File: src/rtl/full_flag_calc_pkg.sv
// -----------------------------------------------------------------------------
// full_flag_calc_pkg
// Shared FIFO parameter header. The write-side flag logic (full_flag_calc) and
// the read-side flag logic both take the default address width and the depth
// derivation from here, so both sides always agree on the FIFO geometry.
// Contents:
//   FIFO_ADDR   - default address width (DEPTH = 2**FIFO_ADDR entries)
//   fifo_depth  - derives the entry count from an address width
// -----------------------------------------------------------------------------
package full_flag_calc_pkg;

    localparam int FIFO_ADDR = 4;

    function automatic int fifo_depth(input int addr);
        return 1 << addr;
    endfunction

endpackage

File: src/rtl/full_flag_calc_gray2bin.sv
// -----------------------------------------------------------------------------
// gray2bin
// Purely combinational Gray-to-binary converter. Shared by the write-side full
// logic and the read-side empty logic.
// Ports:
//   gray - W-bit Gray-coded value
//   bin  - W-bit binary equivalent
// -----------------------------------------------------------------------------
module gray2bin #(
    parameter int W = 5
) (
    input  logic [W-1:0] gray,
    output logic [W-1:0] bin
);

    // Each binary bit is the XOR of its Gray bit and every Gray bit above it.
    always_comb begin
        bin = '0;
        for (int i = 0; i < W; i++) begin
            bin[i] = ^(gray >> i);
        end
    end

endmodule

File: src/rtl/full_flag_calc.sv
// -----------------------------------------------------------------------------
// full_flag_calc
// Write-domain pointer and flag logic of an asynchronous FIFO. Holds the
// binary write pointer, publishes its Gray form for the read domain, and
// produces registered full / almost-full / fill-level / handshake outputs
// from the read pointer already synchronized into wr_clk.
// Ports:
//   wr_clk      - write-domain clock, all state on the rising edge
//   rst         - asynchronous active-low reset (released synchronously
//                 by the integration level)
//   wr_en       - write request from the producer
//   sync_rd_ptr - Gray read pointer, already synchronized into wr_clk
//   wr_add      - memory write address (binary pointer without its MSB)
//   gr_wr_ptr   - registered Gray write pointer for the read domain
//   full_flag   - registered full indication
//   almost_full - registered almost-full indication
//   wr_ack      - one-cycle pulse: a write was accepted on the previous edge
//   overflow    - one-cycle pulse: a write was refused because of full
//   wr_count    - registered fill level seen from the write side, 0..DEPTH
// -----------------------------------------------------------------------------
module full_flag_calc
    import full_flag_calc_pkg::*;
#(
    parameter int ADDR         = FIFO_ADDR,
    parameter int AFULL_MARGIN = 2
) (
    input  logic            wr_clk,
    input  logic            rst,
    input  logic            wr_en,
    input  logic [ADDR:0]   sync_rd_ptr,
    output logic [ADDR-1:0] wr_add,
    output logic [ADDR:0]   gr_wr_ptr,
    output logic            full_flag,
    output logic            almost_full,
    output logic            wr_ack,
    output logic            overflow,
    output logic [ADDR:0]   wr_count
);

    localparam int DEPTH = fifo_depth(ADDR);
    localparam logic [ADDR:0] AFULL_THRESH = (ADDR+1)'(DEPTH - AFULL_MARGIN);

    logic [ADDR:0] wr_ptr;
    logic [ADDR:0] wr_ptr_next;
    logic [ADDR:0] gray_next;
    logic [ADDR:0] full_pattern;
    logic [ADDR:0] rd_bin;
    logic [ADDR:0] wr_count_next;
    logic          accepted;
    logic          full_next;
    logic          almost_full_next;

    gray2bin #(
        .W (ADDR + 1)
    ) u_rd_gray2bin (
        .gray (sync_rd_ptr),
        .bin  (rd_bin)
    );

    // Next-state view of the write side. The flags are computed from the
    // pointer as it will be after this edge, so full asserts together with
    // the write that fills the last entry and a write in the following cycle
    // is already refused. The FIFO is full when the write pointer has lapped
    // the read pointer exactly once: in Gray code that means the top two bits
    // differ and the rest match.
    always_comb begin
        accepted         = wr_en & ~full_flag;
        wr_ptr_next      = wr_ptr + {{ADDR{1'b0}}, accepted};
        gray_next        = wr_ptr_next ^ (wr_ptr_next >> 1);
        full_pattern     = {~sync_rd_ptr[ADDR:ADDR-1], sync_rd_ptr[ADDR-2:0]};
        full_next        = (gray_next == full_pattern);
        wr_count_next    = wr_ptr_next - rd_bin;
        almost_full_next = (wr_count_next >= AFULL_THRESH);
    end

    // Single register stage for the pointer and every output flag.
    always_ff @(posedge wr_clk or negedge rst) begin
        if (!rst) begin
            wr_ptr      <= '0;
            gr_wr_ptr   <= '0;
            full_flag   <= 1'b0;
            almost_full <= 1'b0;
            wr_ack      <= 1'b0;
            overflow    <= 1'b0;
            wr_count    <= '0;
        end else begin
            wr_ptr      <= wr_ptr_next;
            gr_wr_ptr   <= gray_next;
            full_flag   <= full_next;
            almost_full <= almost_full_next;
            wr_ack      <= accepted;
            overflow    <= wr_en & full_flag;
            wr_count    <= wr_count_next;
        end
    end

    assign wr_add = wr_ptr[ADDR-1:0];

endmodule

File: config.mk
export PLATFORM = sky130hd
export DESIGN_NAME = full_flag_calc
export DESIGN_NICKNAME = d
export VERILOG_FILES = /design/src/rtl/full_flag_calc_pkg.sv /design/src/rtl/full_flag_calc_gray2bin.sv /design/src/rtl/full_flag_calc.sv
export SDC_FILE = /design/constraint.sdc
export NUM_CORES = 1
export LEC_CHECK = 0
export ABC_AREA = 1
export ABC_CLOCK_PERIOD_IN_PS = 3000
export CORE_MARGIN = 1.5
export CORE_UTILIZATION = 45
export CTS_CLUSTER_SIZE = 40
export DETAILED_ROUTE_END_ITERATION = 16
export PLACE_DENSITY = 0.74
export SYNTH_ARGS = -nofsm -noshare
export SYNTH_HDL_FRONTEND = slang
export SYNTH_SLANG_ARGS = --single-unit
File: constraint.sdc
create_clock -name wr_clk -period 3 [get_ports wr_clk]
set_clock_uncertainty 0.15 [all_clocks]
set_input_delay 0.45 -clock wr_clk [delete_from_list [all_inputs] [get_ports wr_clk]]
set_output_delay 0.45 -clock wr_clk [all_outputs]
set_load 0.1 [all_outputs]
==> impl_results.md, run 1 <==
- Largest net degree at the start of global routing: 19
- Final Cycle Share: 89.9%
- CP max-delay cell: clkdlybuf4s50_1
- Die extent in x: 51.8 µm
- Max_cap viols: 0
- Tmin final: 2.70 ns
- Initial Util: 48.0%
- Post-synth top area cell: dfrtp_1
- Slew HR: 46.3%
- Worst path depth: 15
- Setup WS post-layout: 0.303 ns
- DR WL/cell: 10.5 µm
- Reg-to-reg endpoint: almost_full
- Synth warn: 0
- Yosys reg bits: 18
- Max FO, Critical Path: 3
- Buffers and inverters on the worst path: 3
- Critical Path End: almost_full
- Hold crit path type: reg2reg
- HPWL after DPL: 1620 µm
- Gr usage total: 18.1%
- Antenna cells: 0
- Worst path max stage delay: 0.50 ns
- Core Area: 0.00223 mm²
- Io pins: 26
- DRT Wirelength: 2020 µm
- Antenna violations before repair: 0
- CP dominant cell by count: nand2_1
- Critical Path RT: 3.04 ns
- Critical path endpoint category: register
- Layout area overhead: 27.5%
- Post-Syn Instances: 133
- Final nets: 180
- Standard-cell rows: 17
- Final Slew Violations: 0
- Worst Setup SP: sync_rd_ptr[3]
- Chip height: 51.8 µm
- Cell Area, Synth: 0.00107 mm²
- Critical path class: in2reg
- Register area share after synthesis: 42.0%
- Outcome: finished clean
- Final setup viols: 0
- Critical path, cell by cell: clkdlybuf4s50_1 -> inv_1 -> nand2_1 -> nand2_2 -> xor2_4 -> xor2_1 -> inv_1 -> ha_1 -> fa_1 -> nor2_1 -> nor2_1 -> nand2_2 -> nand3_1 -> nand2_1 -> nand2_1
- # port buffers: 25
- Drt drc: 0
- Vias per Instance: 4.56
- CP arrival: 2.74 ns
- Antenna-violating nets left: 0
- Synth Net Count: 147
- Worst r2r src: full_flag
- Worst slack at placement: -0.00685 ns
- CTS Sinks: 18
- GPL Wtd Cong: 0.805
- Global-route wire length before repair: 3470 µm
- CTS resizes: 0
- Reg clk slew, reported paths: 0.10 ns
- Delay-heaviest family, CP: simple AND/OR/NAND/NOR gates
- Max Fclk: 371 MHz
- Final Non-Filler Cells: 193
- Clock Tree Root: clkbuf_4
- DIE AREA: 0.00268 mm²
- Yosys top cell area share: 42.0%
- Vias: 881
- CTS tree: done
- Top cells by area, synth: dfrtp_1 42%, nand2_1 13%, inv_1 8.8%
- CTS Buffer Depth: 2
- Postcts setup bufs: 0
- Syn avg cell area: 8.06 µm²
- Flop2flop setup slack: 0.66 ns
- Drt pass-1 iters: 4
- Hold-fix buffers, CTS: 0
- Filler instances: 202
- Fraction of layout cells with a size suffix above 1: 26.1%
- Slew @ Worst Pin: 0.803 ns
- CTS buffer count: 3
- Critical Path Source Type: primary input
- Vias in the first global route: 794
- Skew-Pair Late Insertion Delay: 0.29 ns
- Post-synth cell types: 20
- RSZ-0062 raised after global routing: no
- Total gr overflow: 0
- H-tree levels: 1
- Placed cells: 189
- Final hold vios: 0
- DR iter-0 viols: 13
- R2R cell count: 14
- Util after Layout: 61.2%
cell usage after synthesis:
cell / number
and2_1: 1
buf_6: 1
dfrtp_1: 18
fa_1: 1
ha_1: 5
inv_1: 25
inv_2: 1
nand2_1: 37
nand2_2: 11
nand3_1: 14
nand3_2: 2
nand3b_1: 1
nand4_1: 3
nor2_1: 6
nor2_2: 1
nor3_1: 1
o21ai_0: 1
xor2_1: 2
xor2_2: 1
xor2_4: 1
flip-flops by register name, indices dropped and copies added, names as in the netlist:
signal / cells
almost_full: 1
full_flag: 1
gr_wr_ptr: 5
overflow: 1
wr_ack: 1
wr_count: 5
wr_ptr: 4
per-layer routing:
| metal | track usage, % | part of all wire (%) |
|---|---|---|
| met1 | 23.3 | 46 |
| met2 | 29.3 | 47 |
| met3 | 2.87 | 4.8 |
| met4 | 9.21 | 2.3 |
| met5 | 0 | 0 |
worst min-delay path by stage:
| stage | slack (ns) | depth (start not counted) | endpoint | from |
|---|---|---|---|---|
| after global routing | 0.36 | 1 | wr_ack | full_flag |
| after global placement | 0.31 | 1 | wr_ack | full_flag |
| after CTS | 0.33 | 1 | wr_ack | full_flag |
| after floorplan | 0.004 | 0 | almost_full | rst |
| final | 0.32 | 1 | wr_ack | full_flag |
| after detailed placement | 0.32 | 1 | wr_ack | full_flag |
stage by stage:
step | hold WS, ns | instance area [µm²] | setup TNS [ns]
finish | 0.323 | 1370 | 0
global route | 0.358 | 1370 | 0
CTS | 0.330 | 1370 | 0
detailed placement | 0.316 | 1330 | -0.00685
global placement | 0.310 | 1330 | 0
floorplan | 0.00441 | 1070 | 0
area by class of cell:
cell class                 count  area (µm²)  area share (%)
clock buffer                   4        36.3            2.65
sequential                    18         450            32.9
inverter                      26        97.6            7.14
tap                           28        35.0            2.56
timing repair buffer          29         235            17.2
multi-input combinational     88         513            37.5
worst reg2reg max path, cell delays in order (launching register included):
cell     delay (ns)
dfrtp_1        0.40
nor2_1         0.15
ha_1           0.21
ha_1           0.18
inv_1          0.07
nand2_1        0.06
nand2_1        0.13
ha_1           0.36
inv_1          0.05
nor2_1         0.15
nor2_1         0.08
nand2_2        0.07
nand3_1        0.06
nand2_1        0.08
nand2_1        0.05
kinds of logic after synthesis:
logic type                 after synthesis  share of synthesized area (%)
adders and majority gates                6                           7.70
DFF                                     18                           42.0
and+or+nand+nor                         77                           34.0
buffers and inverters                   27                           10.2
xor gates and xnor gates                 4                           5.72
AOI/OAI and AO/OA                        1                          0.466
cell usage in the layout (no fill, tap or decap), drive strengths merged:
| master | count |
|---|---|
| buf | 22 |
| ha | 5 |
| nand2 | 48 |
| nand4 | 3 |
| nand3 | 16 |
| and2 | 1 |
| inv | 26 |
| clkdlybuf4s50 | 7 |
| clkbuf | 4 |
| nor2 | 7 |
| nor3 | 1 |
| o21ai | 1 |
| fa | 1 |
| dfrtp | 18 |
| xor2 | 4 |
| nand3b | 1 |
Power of run 1 is not shown: default switching activity piles up to over one toggle a cycle in this logic, so the estimate is an artifact.
==> inputs of run 2 (changes only) <==
--- a/config.mk
+++ b/config.mk
@@ -6,9 +6,9 @@
 export NUM_CORES = 1
 export LEC_CHECK = 0
 export ABC_AREA = 1
-export ABC_CLOCK_PERIOD_IN_PS = 3000
+export ABC_CLOCK_PERIOD_IN_PS = 2300
 export CORE_MARGIN = 1.5
-export CORE_UTILIZATION = 45
+export CORE_UTILIZATION = 43
 export CTS_CLUSTER_SIZE = 40
 export DETAILED_ROUTE_END_ITERATION = 16
 export PLACE_DENSITY = 0.74
==> constraint.sdc (replaced) <==
create_clock -name wr_clk -period 2.3 [get_ports wr_clk]
set_clock_uncertainty 0.15 [all_clocks]
set_input_delay 0.345 -clock wr_clk [delete_from_list [all_inputs] [get_ports wr_clk]]
set_output_delay 0.345 -clock wr_clk [all_outputs]
set_load 0.1 [all_outputs]
==> impl_results.md, run 2 (synthesis gave the netlist of run 1 again) <==
- CTS Buffer Depth: 2 (unchanged)
- Fraction of layout cells with a size suffix above 1: 41.8% (was 26.1%)
- Total gr overflow: 0 (unchanged)
- Final Cycle Share: 95.8%
- Util after Layout: 69.1% (was 61.2%)
- CTS buffer count: 3 (unchanged)
- GPL Wtd Cong: 0.837 (was 0.805)
- Antenna cells: 0 (unchanged)
- Slew HR: 81.5% (was 46.3%)
- RSZ-0062 raised after global routing: no (unchanged)
- Die extent in x: 52.9 µm (was 51.8 µm)
- Final hold vios: 0 (unchanged)
- Tmin final: 2.20 ns
- Critical path, cell by cell: clkdlybuf4s50_1 -> inv_2 -> nor2_4 -> ha_4 -> ha_4 -> inv_1 -> fa_2 -> nor2_4 -> buf_4 -> nor3_4 -> nand3_1 -> nand2_1 (was clkdlybuf4s50_1 -> inv_1 -> nand2_1 -> nand2_2 -> xor2_4 -> xor2_1 -> inv_1 -> ha_1 -> fa_1 -> nor2_1 -> nor2_1 -> nand2_2 -> nand3_1 -> nand2_1 -> nand2_1)
- Antenna violations before repair: 0 (unchanged)
- Final nets: 197 (was 180)
- Max_cap viols: 0 (unchanged)
- Vias in the first global route: 942 (was 794)
- Worst path max stage delay: 0.44 ns (was 0.50 ns)
- Filler instances: 190 (was 202)
- Sequential cell area: 460 µm² (was 450 µm²)
- # port buffers: 25 (unchanged)
- DRT Wirelength: 2260 µm (was 2020 µm)
- H-tree levels: 1 (unchanged)
- Final Slew Violations: 0 (unchanged)
- Drt pass-1 iters: 4 (unchanged)
- Outcome: finished clean (unchanged)
- Clock Tree Root: clkbuf_4 (unchanged)
- Vias per Instance: 4.75 (was 4.56)
- CP max-delay cell: clkdlybuf4s50_1 (unchanged)
- CP arrival: 2.25 ns (was 2.74 ns)
- Drt drc: 0 (unchanged)
- Area occupied by multi-input gates: 587 µm² (was 513 µm²)
- DR WL/cell: 10.8 µm (was 10.5 µm)
- Reg clk slew, reported paths: 0.10 ns (about the same)
- Worst Setup SP: wr_en (was sync_rd_ptr[3])
- Worst slack at placement: -0.402 ns (was -0.00685 ns)
- Largest net degree at the start of global routing: 19 (unchanged)
- Max Fclk: 454 MHz
- Standard-cell rows: 17 (unchanged)
- DR iter-0 viols: 9 (was 13)
- Core Area: 0.00228 mm² (was 0.00223 mm²)
- Max FO, Critical Path: 4 (was 3)
- Setup WS post-layout: 0.0956 ns (was 0.303 ns)
- DIE AREA: 0.00280 mm² (was 0.00268 mm²)
- CTS Sinks: 18 (unchanged)
- HPWL after DPL: 1890 µm (was 1620 µm)
- Layout area overhead: 46.7% (was 27.5%)
- Critical path endpoint category: register (unchanged)
- Slew @ Worst Pin: 0.280 ns (was 0.803 ns)
- Io pins: 26 (unchanged)
- Initial Util: 47.1% (was 48.0%)
- Global-route wire length before repair: 3710 µm (was 3470 µm)
- Final setup viols: 0 (unchanged)
- Most frequent cells in the layout: 38 x buf_4, 36 x nand2_1, 22 x inv_1 (was 37 x nand2_1, 25 x inv_1, 22 x buf_4)
- Commonest non-fill, non-tap cell in the layout: buf_4 (was nand2_1)
- Worst r2r src: full_flag (unchanged)
- Skew-Pair Late Insertion Delay: 0.29 ns (about the same)
- Top flop regs: gr_wr_ptr x5, wr_count x5, wr_ptr x4 (unchanged)
- Chip height: 52.9 µm (was 51.8 µm)
- Gr usage total: 18.5% (was 18.1%)
- Vias: 997 (was 881)
- CTS tree: done (unchanged)
- Critical path class: in2reg (unchanged)
- Critical Path RT: 2.34 ns (was 3.04 ns)
- Critical Path Source Type: primary input (unchanged)
- Hold crit path type: in2async (was reg2reg)
- Antenna-violating nets left: 0 (unchanged)
## run 2: path summary, 6_finish.rpt
kind	to	cells past startpoint	slack (ns)
max	almost_full	12	0.1
min	gr_wr_ptr[2]	2	0.22
max reg2reg	almost_full	13	0.17
min reg2reg	wr_ack	1	0.38
max in group asynchronous	wr_ptr[0]	2	1.55
min in group wr_clk	full_flag	5	0.30
## run 2: per-layer routing
metal  track usage [%]  up-vias  part of all wire [%]
li1                  -      502                     -
met1              22.1      466                    44
met2              32.1       25                    50
met3              1.98        4                   3.4
met4              10.3        0                   1.7
met5                 0        -                     0
## run 2: repair_timing
item | CTS | global route
buffers inserted | 1 | 1
endpoints found under the setup margin | 3 | 3
endpoints found under the hold margin | 0 | 0
gates resized for setup | 4 | 10
pin swaps | 4 | 5
hold buffers | 0 | 0
## run 2: final cells by class
cell class,count,area share [%]
Clock buffer,4,1.67
Sequential cell,18,29.3
Multi-Input combinational cell,88,37.3
Timing Repair Buffer,46,23.3
Inverter,26,6.21
Tap cell,28,2.23
## run 2: worst max-delay path: cells and delay by family
kind | cells | cell delay [ns]
adder cells (fa/ha/maj) | 3 | 0.86
buffers and inverters | 4 | 0.72
AND/OR/NAND/NOR | 5 | 0.32
## run 2: metrics by stage
stage	cells	hold slack (ns)	TNS (ns)	cell area, µm²
2_1_floorplan	133	-0.101	0	1120
3_3_place_gp	204	0.352	-1.45	1490
3_5_place_dp	204	0.355	-1.64	1490
4_1_cts	209	0.222	0	1530
5_1_grt	210	0.246	0	1570
6_report	210	0.218	0	1570
Power of run 2 is left out for the same reason.
==> inputs of run 3 (changes only) <==
--- a/config.mk
+++ b/config.mk
@@ -8,10 +8,9 @@
 export ABC_AREA = 1
 export ABC_CLOCK_PERIOD_IN_PS = 2300
 export CORE_MARGIN = 1.5
-export CORE_UTILIZATION = 43
+export CORE_UTILIZATION = 25
 export CTS_CLUSTER_SIZE = 40
 export DETAILED_ROUTE_END_ITERATION = 16
-export PLACE_DENSITY = 0.74
 export SYNTH_ARGS = -nofsm -noshare
 export SYNTH_HDL_FRONTEND = slang
 export SYNTH_SLANG_ARGS = --single-unit
==> impl_results.md, run 3 (synthesis gave the netlist of run 1 again) <==
- Drt drc: 0 (unchanged)
- Filler instances: 434 (was 190)
- CTS tree: done (unchanged)
- RSZ-0062 raised after global routing: no (unchanged)
- DRT Wirelength: 2350 µm (was 2260 µm)
- Die extent in x: 68.5 µm (was 52.9 µm)
- Commonest non-fill, non-tap cell in the layout: buf_4 (unchanged)
- Design area: 0.00163 mm² (was 0.00157 mm²)
- Critical Path RT: 2.29 ns (was 2.34 ns)
- Slew @ Worst Pin: 0.280 ns (about the same)
- Initial Util: 26.4% (was 47.1%)
- CTS Buffer Depth: 2 (unchanged)
- Antenna violations before repair: 0 (unchanged)
- DR iter-0 viols: 22 (was 9)
- CTS Sinks: 18 (unchanged)
- Worst hold path depth: 3
- Drt pass-1 iters: 4 (unchanged)
- Most frequent cells in the layout: 38 x buf_4, 35 x nand2_1, 20 x inv_1 (was 38 x buf_4, 36 x nand2_1, 22 x inv_1)
- Slew HR: 81.5% (about the same)
- CP arrival: 2.10 ns (was 2.25 ns)
- Chip height: 68.5 µm (was 52.9 µm)
- Global-route wire length before repair: 3880 µm (was 3710 µm)
- Total gr overflow: 0 (unchanged)
- Final setup viols: 0 (unchanged)
- Largest net degree at the start of global routing: 19 (unchanged)
- HPWL after DPL: 1880 µm (was 1890 µm)
- Critical Path Source Type: register (was primary input)
- Reg clk slew, reported paths: 0.06 ns (was 0.10 ns)
- Final Cycle Share: 91.6% (was 95.8%)
- Util after Layout: 40.2% (was 69.1%)
- DIE AREA: 0.00469 mm² (was 0.00280 mm²)
- Layout area overhead: 52.0% (was 46.7%)
- Standard-cell rows: 23 (was 17)
- Final Slew Violations: 0 (unchanged)
- Sequential cell area: 460 µm² (unchanged)
- Final hold vios: 0 (unchanged)
- Antenna cells: 0 (unchanged)
- Skew-Pair Late Insertion Delay: 0.25 ns (was 0.29 ns)
- Fraction of layout cells with a size suffix above 1: 45.3% (was 41.8%)
- DR WL/cell: 10.2 µm (was 10.8 µm)
- Antenna-violating nets left: 0 (unchanged)
- Core Area: 0.00406 mm² (was 0.00228 mm²)
- Vias per Instance: 4.17 (was 4.75)
- Vias: 964 (was 997)
- GPL Wtd Cong: 0.803 (was 0.837)
- Max FO, Critical Path: 3 (was 4)
- Dpl cell area: 0.00151 mm² (was 0.00149 mm²)
- Max Fclk: 474 MHz (was 454 MHz)
- Max_cap viols: 0 (unchanged)
- Outcome: finished clean (unchanged)
- Top flop regs: gr_wr_ptr x5, wr_count x5, wr_ptr x4 (unchanged)
- R2R cell count: 10 (was 13)
- Hold crit path type: in2reg (was in2async)
- H-tree levels: 1 (unchanged)
- Critical path class: reg2reg (was in2reg)
- Clock Tree Root: clkbuf_8 (was clkbuf_4)
- CTS buffer count: 3 (unchanged)
- # port buffers: 25 (unchanged)
- Gr usage total: 11.2% (was 18.5%)
- Tmin final: 2.11 ns (was 2.20 ns)
- Area occupied by multi-input gates: 606 µm² (was 587 µm²)
- Io pins: 26 (unchanged)
- Vias in the first global route: 906 (was 942)
- Critical path endpoint category: register (unchanged)
- Final nets: 197 (unchanged)
==> run 3: what timing repair did <==
item | in CTS | in global routing
buffers inserted | 1 | 2
pin swaps | 1 | 10
hold buffers | 0 | 0
gates resized for setup | 7 | 20
endpoints found under the setup margin | 4 | 4
==> run 3: path summary, 6_finish.rpt <==
check | startpoint | end | slack, ns
max | wr_ptr[0] | almost_full | 0.19
min | wr_en | overflow | 0.20
max reg2reg | wr_ptr[0] | almost_full | 0.19
min reg2reg | full_flag | overflow | 0.41
max in group asynchronous | rst | full_flag | 1.50
min in group asynchronous | rst | gr_wr_ptr[2] | 0.27
==> run 3: stage by stage <==
stage / cells / setup TNS, ns / worst slack (ns) / hold WS [ns]
floorplan: 133 / 0 / 0.0129 / -0.101
global placement: 225 / -1.85 / -0.407 / 0.359
detailed placement: 225 / -1.85 / -0.424 / 0.360
CTS: 229 / 0 / 0.0153 / 0.285
global route: 231 / 0 / 0.0723 / 0.233
finish: 231 / 0 / 0.192 / 0.203
==> run 3: layout make-up <==
type / instances / share of cell area (%)
sequential: 18 / 28.2
inverter: 26 / 5.99
tap: 50 / 3.84
multi-input combinational: 88 / 37.1
clock buffer: 3 / 2.53
timing repair buffer: 46 / 22.3
==> run 3: worst max-delay path: stages (launching register included) <==
cell and delay, ns:
dfrtp_4 0.49, ha_4 0.18, ha_4 0.27, inv_1 0.07
fa_2 0.41, nor2_4 0.13, nor2_2 0.04, nand2_2 0.06
nand3_1 0.06, nand2_1 0.07, nand2_1 0.05
==> run 3: metal layers <==
metal  up-vias  track usage, %  wire length, µm
li1        499               -                -
met1       442            14.0             1070
met2        19            19.0             1130
met3         4            1.95              109
met4         0            4.50               32
met5         -               0                0
Power of run 3 is left out for the same reason.
